==> src/rtl/eim_pkg.sv <==
// Shared definitions for the EIM multiply-accumulate slice: FSM encoding,
// default widths and the saturation constant helper.
package eim_pkg;

  typedef enum logic [1:0] {
    StIdle  = 2'd0,
    StAcc   = 2'd1,
    StFlush = 2'd2,
    StOut   = 2'd3
  } state_e;

  localparam int unsigned EIM_WIDTH = 16;
  localparam int unsigned DEF_ACC_W = 40;
  localparam int unsigned DEF_CNT_W = 16;

  // All-ones value of width w (w <= 64), used as the saturation clamp.
  function automatic logic [63:0] sat_const(input int unsigned w);
    if (w >= 64) return '1;
    return (64'd1 << w) - 64'd1;
  endfunction

endpackage

==> src/rtl/eim16x16.sv <==
// EIM16x16 multiplier stage: purely combinational unsigned product feeding the
// MAC product register.
module eim16x16
  import eim_pkg::*;
#(
  parameter int unsigned W = EIM_WIDTH
) (
  input  logic [W-1:0]   a,
  input  logic [W-1:0]   b,
  output logic [2*W-1:0] p
);

  localparam int unsigned PW = 2 * W;

  assign p = PW'(a) * PW'(b);

endmodule

==> src/rtl/eim_mac_accum.sv <==
// Two-stage multiply-accumulate: product register, then accumulator that sums
// one in_last-delimited vector. Define SATURATE_EN to clamp acc on overflow.
module eim_mac_accum
  import eim_pkg::*;
#(
  parameter int unsigned WIDTH = EIM_WIDTH,
  parameter int unsigned ACC_W = DEF_ACC_W,
  parameter int unsigned CNT_W = DEF_CNT_W
) (
  input  logic             clk,
  input  logic             rst_n,
  input  logic             in_valid,
  output logic             in_ready,
  input  logic [WIDTH-1:0] in_a,
  input  logic [WIDTH-1:0] in_b,
  input  logic             in_last,
  output logic             out_valid,
  input  logic             out_ready,
  output logic [ACC_W-1:0] out_acc,
  output logic [CNT_W-1:0] out_count,
  output logic             out_ovf
);

  state_e               state_q;
  logic [2*WIDTH-1:0]   prod;
  logic [2*WIDTH-1:0]   p_q;
  logic                 p_vld_q;
  logic                 p_last_q;
  logic [ACC_W-1:0]     acc_q;
  logic [CNT_W-1:0]     count_q;
  logic                 ovf_q;
  logic                 accept;
  logic [ACC_W:0]       sum;
  logic [ACC_W-1:0]     acc_nxt;

  // Handshake signals decode only from registered state.
  assign in_ready  = (state_q == StIdle) || (state_q == StAcc);
  assign out_valid = (state_q == StOut);
  assign accept    = in_valid && in_ready;

  assign out_acc   = acc_q;
  assign out_count = count_q;
  assign out_ovf   = ovf_q;

  eim16x16 #(
    .W (WIDTH)
  ) u_mul (
    .a (in_a),
    .b (in_b),
    .p (prod)
  );

`ifdef SATURATE_EN
  localparam logic [ACC_W-1:0] AccMax = ACC_W'(sat_const(ACC_W));
`endif

  always_comb begin
    sum = {1'b0, acc_q} + {1'b0, ACC_W'(p_q)};
`ifdef SATURATE_EN
    // Once clamped, stay clamped for the rest of the vector.
    acc_nxt = (ovf_q || sum[ACC_W]) ? AccMax : sum[ACC_W-1:0];
`else
    acc_nxt = sum[ACC_W-1:0];
`endif
  end

  always_ff @(posedge clk or negedge rst_n) begin
    if (!rst_n) begin
      state_q  <= StIdle;
      p_q      <= '0;
      p_vld_q  <= 1'b0;
      p_last_q <= 1'b0;
      acc_q    <= '0;
      count_q  <= '0;
      ovf_q    <= 1'b0;
    end else begin
      p_vld_q <= accept;
      if (accept) begin
        p_q      <= prod;
        p_last_q <= in_last;
      end

      if (p_vld_q) begin
        acc_q <= acc_nxt;
        ovf_q <= ovf_q | sum[ACC_W];
        if (count_q != '1) count_q <= count_q + CNT_W'(1);
      end

      unique case (state_q)
        StIdle:  if (accept) state_q <= in_last ? StFlush : StAcc;
        StAcc:   if (accept && in_last) state_q <= StFlush;
        StFlush: if (p_vld_q && p_last_q) state_q <= StOut;
        StOut: begin
          // The pipeline is empty in StOut, so clearing here never races an update.
          if (out_ready) begin
            state_q <= StIdle;
            acc_q   <= '0;
            count_q <= '0;
            ovf_q   <= 1'b0;
          end
        end
        default: state_q <= StIdle;
      endcase
    end
  end

endmodule

==> config.mk <==
export PLATFORM = sky130hd
export DESIGN_NAME = eim_mac_accum
export DESIGN_NICKNAME = d
export VERILOG_FILES = /design/src/rtl/eim_pkg.sv /design/src/rtl/eim16x16.sv /design/src/rtl/eim_mac_accum.sv
export SDC_FILE = /design/constraint.sdc
export NUM_CORES = 1
export LEC_CHECK = 0
export ABC_AREA = 1
export CORE_MARGIN = 3
export CORE_UTILIZATION = 45
export CTS_BUF_LIST = sky130_fd_sc_hd__clkbuf_4 sky130_fd_sc_hd__clkbuf_8
export DETAILED_ROUTE_END_ITERATION = 7
export SYNTH_ARGS = -nofsm -noshare
export SYNTH_HDL_FRONTEND = slang
export SYNTH_SLANG_ARGS = --single-unit
==> constraint.sdc <==
create_clock -name clk -period 2.17 [get_ports clk]
set_input_delay 0.434 -clock clk [delete_from_list [all_inputs] [get_ports clk]]
set_output_delay 0.434 -clock clk [all_outputs]
set_load 0.01 [all_outputs]
# == Word-level counts from Yosys, hierarchy flattened ==
# Index checks and enable logic that the tools add are counted.
# op_classes
bitwise_logic,1
eq_ne,8
add_sub_neg,2
muxes,16
mul,1
reduce_logical,6
# ops
operator,n
$mux 40,3
$mux 16,4
$add 40x32->41,1
$mul 16x16->32,1
$add 16x1->16 const B,1
$ne 16x16->1 const B,1
$mux 2,5
$pmux 2 s4,1
$eq 2x2->1 const B,2
$ne 2x1->1 const B,2
$ne 2x2->1 const B,2
$reduce_and 4->1,1
$logic_and 1x1->1,3
$mux 1,3
$eq 2x1->1 const B,1
$logic_not 2->1,1
$logic_or 1x1->1,1
$or 1x1->1,1
# word_totals
regBits,93
inputBits,37
wordCells,41
out_inout_bits,59

# == Longest topological paths before layout ==
# logic_depth
ltp_word,6
depth_mapped,26
mapped_depth_nobuf,24

# == By module ==
# A second synthesis with hierarchy kept.
# hier_totals
cells_unflattened,2413
area_unflattened_um2,16159.2
# modules_own_cells
mod,n_inst,area_each_um2,cells_each,seq_area_each_um2
eim16x16,1,9504.1,1380,0.0
eim_mac_accum,1,6655.1,1033,2327.2

# == Least setup slack after synthesis ==
# No wires, ideal clock.
# synth_path
kind,input -> register
from,input port in_a[7]
to,register p_q[21]
setup_time_ns,0.118
t_arrival_ns,5.369
stages,26
setup_slack_ns,-3.317
n_path_buf,2
required_ns,2.052
cell_sequence,clkbuf_1 > clkbuf_1 > nand2_1 > fa_1 > inv_1 > fa_1 > inv_1 > fa_1 > inv_1 > fa_1 > fa_1 > inv_1 > fa_1 > inv_1 > ha_1 > nand2_1 > nand2_1 > a21oi_1 > inv_1 > nand2_1 > nand3_1 > inv_1 > nand2_1 > or2_1 > nand3_1 > nand2_1
# synth_via
elab_chain_len,1
# synth_rtl
element,line_no,rtl
start: declaration,eim_mac_accum.sv:14,"input logic [WIDTH-1:0] in_a,"
$mul 16x16->32,eim16x16.sv:15,assign p = PW'(a) * PW'(b);
end signal: assignment,eim_mac_accum.sv:79,p_q <= prod;
end: declaration,eim_mac_accum.sv:26,logic [2*WIDTH-1:0] p_q;
# Every way passes these cells.
# A chain may end at the register's enable or synchronous reset.

# == Worst setup path after layout ==
# layout_path
from,input port in_b[6]
to,register p_q[28]
# layout_via
elab_chain_len,1
# layout_rtl
element,line_no,rtl
start: declaration,eim_mac_accum.sv:15,"input logic [WIDTH-1:0] in_b,"
$mul 16x16->32,eim16x16.sv:15,
# Every way passes these cells.

==> summary.md <==
| Metric | Value |
|---|---|
| P&R area growth vs syn | 38.9% |
| Initial DRC Count | 658 |
| Adder and majority cell fraction of the synthesized area | between 30% and 40% |
| Fillers | slightly above 3000 |
| Largest family of logic cells by synthesized area | adder cells |
| DRC viols | 0 |
| Distinct cells, synth | 42 |
| Post-synth top area cell | fa_1 |
| Chip height | a little under 200 µm |
| Final ANT Viol Nets | 0 |
| Critical setup path kind | primary input to register |
| FF-to-FF Start | p_q[0] |
| Cell count after synthesis | about 2300 |
| Fin Clk Skew | 0.00785 ns |
| GRT Overall Usage | 25.0% |
| Port Buffers | between 90 and 100 |
| Fin crit period | 4.98 ns |
| R2R cell count | 11 |
| HP Class | primary input to asynchronous set/reset pin |
| Root buf cell | clkbuf_8 |
| R2R Path End | out_acc[34] |
| Register area share after synthesis | between 10 and 15% |
| Worst slew pin tran | about 0.68 ns |
| Grt ovf | 0 |
| Layout Cells excl Fill | 3076 |
| Portion of netlist area occupied by mux cells | 0% |
| Gpl congestion | between 0.9 and 1 |
| Crit start category | primary input |
| Avg Inst Size Synth | 6.84 µm² |
| Post-detail-place hpwl | 36.9 mm |
| Largest net degree at the start of global routing | 65 |
| Placed Instances | approximately 3000 |
| TritonCTS Sinks | 93 |
| Critical path origin | in_b[6] |
| CP Capture Type | register |
| Failing checks | negative setup slack |
| CTS HTree Levels | 3 |
| FP Rows | a little under 70 |
| Area of the multi-input gates | 13000 µm² |
| CP Max Fanout | 7 |
| Die Span X | roughly 190 µm |
| Share of cells above drive strength 1 | between 20 and 30% |
| Vias | 15168 |
| EDFF count, synth | 0 |
| Worst Path Required | 2.46 ns |
| RSZ-0062 raised after global routing | yes |
| First-pass iteration count of the detailed router | 5 |
| Ys async rst share | between 90% and 100% |
| Vias in the first global route | between 15000 and 20000 |
| Syn nets | between 2000 and 3000 |
| Average vias per placed instance | 4.93 |
| Detailed Route WL | a little under 50 mm |
| CTS tree | done |
| Ys Warns | 0 |
| Starting density of the core | about 46% |
| Hold Violations, Final | 0 |
| Post-synthesis xor/xnor area fraction | 1.38% |
| Initial antenna violation count | 0 |
| Antenna fix cells | 0 |
| First-pass GRT wire length | just under 80 mm |
| Wirelength per Cell | approximately 16 µm |
| CTS Buffer Depth | 2 |
| Clk slew on worst S/H paths | 0.09 ns |
| Max-cap violations | 0 |
| Synthesized area | between 15000 and 20000 µm² |
| Worst slew margin | 54.6% |
| Setup violators final | 29 |
| Status | finished, violations left |
| Simple-gate share of the synthesized area | 26.9% |
| Post-synth top area share | approximately 25% |
| Flip-flop and latch area | approximately 2300 µm² |
| WP data arrival | between 5 and 6 ns |
| Synth Flop Type | dfrtp_1 |
| Nets | between 2000 and 3000 |
| Total CTS buffers | 9 |
| Final period utilization | 230% |
| Final Slew Violations | 0 |
| Die Area | 37500 µm² |
| Top cells by area, synth | fa_1 25%, nand2_1 17%, dfrtp_1 15%, inv_1 13%, ha_1 11% |
| Clock Latency Late Sink | a little under 0.4 ns |
| Worst Slack Setup Final | -2.81 ns |
| Fmax | approximately 200 MHz |
| I/O pin count | 96 |
| Area of the core | 34600 µm² |
| Post-synthesis register bit count | a little over 90 |
| Post-synthesis compound-gate area fraction | 5.86% |
| Setup slack, reg-to-reg | 0.08 ns |
through the flow:
step	TNS [ns]	hold WS, ns	setup WS, ns	instance area, µm²	utilization (%)
6_report	-68.23	0.483	-2.81	22000	63.5
5_1_grt	-72.35	0.508	-2.91	22000	63.5
4_1_cts	-68.81	0.483	-2.77	20900	60.3
3_5_place_dp	-92.33	0.368	-3.60	19100	55.2
3_3_place_gp	-90.89	0.368	-3.52	19100	55.2
2_1_floorplan	-69.52	0.138	-2.91	16900	-
placed cells by master, fill, tap and decap left out, types with 21 or more instances in the layout:
cell type        synthesis  layout
inv_1                  559     474
clkdlybuf4s50_1          0      61
nand2_2                  8      85
fa_2                     0      25
a21oi_1                 88      59
fa_1                   195     170
nand2_4                  0      27
dfrtp_1                 93      92
nand3_1                109      86
nand3_2                  4      21
buf_4                    1     175
nor2_1                 163     130
nor2_4                   1      22
ha_1                   141      84
o21ai_0                 65      41
buf_12                   0      24
buf_6                    1      80
ha_4                     0      48
nand2_1                701     594
inv_2                    3      85
sequential cells by signal (all words and copies together) (netlist names):
signal and cells:
out_acc 40, p_q 32, out_count 16, state_q 2
out_ovf 1, p_last_q 1, p_vld_q 1
Yosys cell counts, types with 5 or more instances:
library cell / n
a21oi_1: 88
nor2_1: 163
clkbuf_1: 74
o21ai_0: 65
or2_2: 5
dfrtp_1: 93
o211ai_1: 6
inv_1: 559
nor3_1: 15
nand2_1: 701
xor2_1: 13
buf_2: 6
xnor2_1: 12
ha_1: 141
fa_1: 195
nand2_2: 8
nand4_1: 14
o21bai_1: 6
nor4_1: 5
nand3_1: 109
area by class of cell:
| class | instances | share of cell area, % |
|---|---|---|
| clock buffer | 9 | 0.563 |
| clock inverter | 7 | 0.409 |
| inverter | 562 | 9.62 |
| multi-input combinational | 1577 | 58.9 |
| sequential | 93 | 10.6 |
| tap | 455 | 2.59 |
| timing repair buffer | 373 | 17.4 |
how the worst max path moves through the flow:
stage,end
2_1_floorplan,p_q[21]
6_report,p_q[28]
5_1_grt,p_q[28]
4_1_cts,p_q[21]
3_5_place_dp,p_q[24]
3_3_place_gp,p_q[30]
kinds of logic (layout without fill, tap and decap cells):
family / after synthesis / in the layout
and+or+nand+nor: 1043 / 1043
AOI/OAI and AO/OA: 173 / 173
DFF: 93 / 93
adders and majority gates: 336 / 336
buffers and inverters: 647 / 951
xor gates and xnor gates: 25 / 25
worst max-delay path, stage by stage:
cell and delay, ns:
buf_12 0.12, buf_6 0.12, nand2_4 0.06, inv_2 0.04, fa_1 0.56, inv_2 0.05, fa_2 0.54, inv_2 0.04
fa_1 0.54, fa_2 0.47, fa_1 0.57, fa_1 0.46, ha_4 0.33, nand2_4 0.08, buf_6 0.12, nor2_4 0.14
nand2_2 0.09, nor2_1 0.15, nand2_1 0.09, nand3_1 0.10, nand2_1 0.06, nand3_1 0.07, nand2_1 0.05
layer usage:
| metal | global-route usage, % | vias up | share of wire, % |
|---|---|---|---|
| met2 | 46.6 | 333 | 51 |
| li1 | - | 7470 | - |
| met3 | 1.58 | 98 | 2.8 |
| met1 | 31.1 | 7267 | 42 |
| met5 | 0 | - | 0 |
| met4 | 7.71 | 0 | 3.5 |
what timing repair did:
item / CTS / global route
endpoints found under the hold margin: 24 / 0
setup endpoints to repair: 39 / 54
pin swaps: 157 / 192
gates resized for setup: 349 / 279
setup buffers: 71 / 34
hold buffers: 1 / 0
gates cloned: 11 / 0
Power is not shown: default switching activity piles up to over one toggle a cycle in this logic, so the estimate is an artifact.
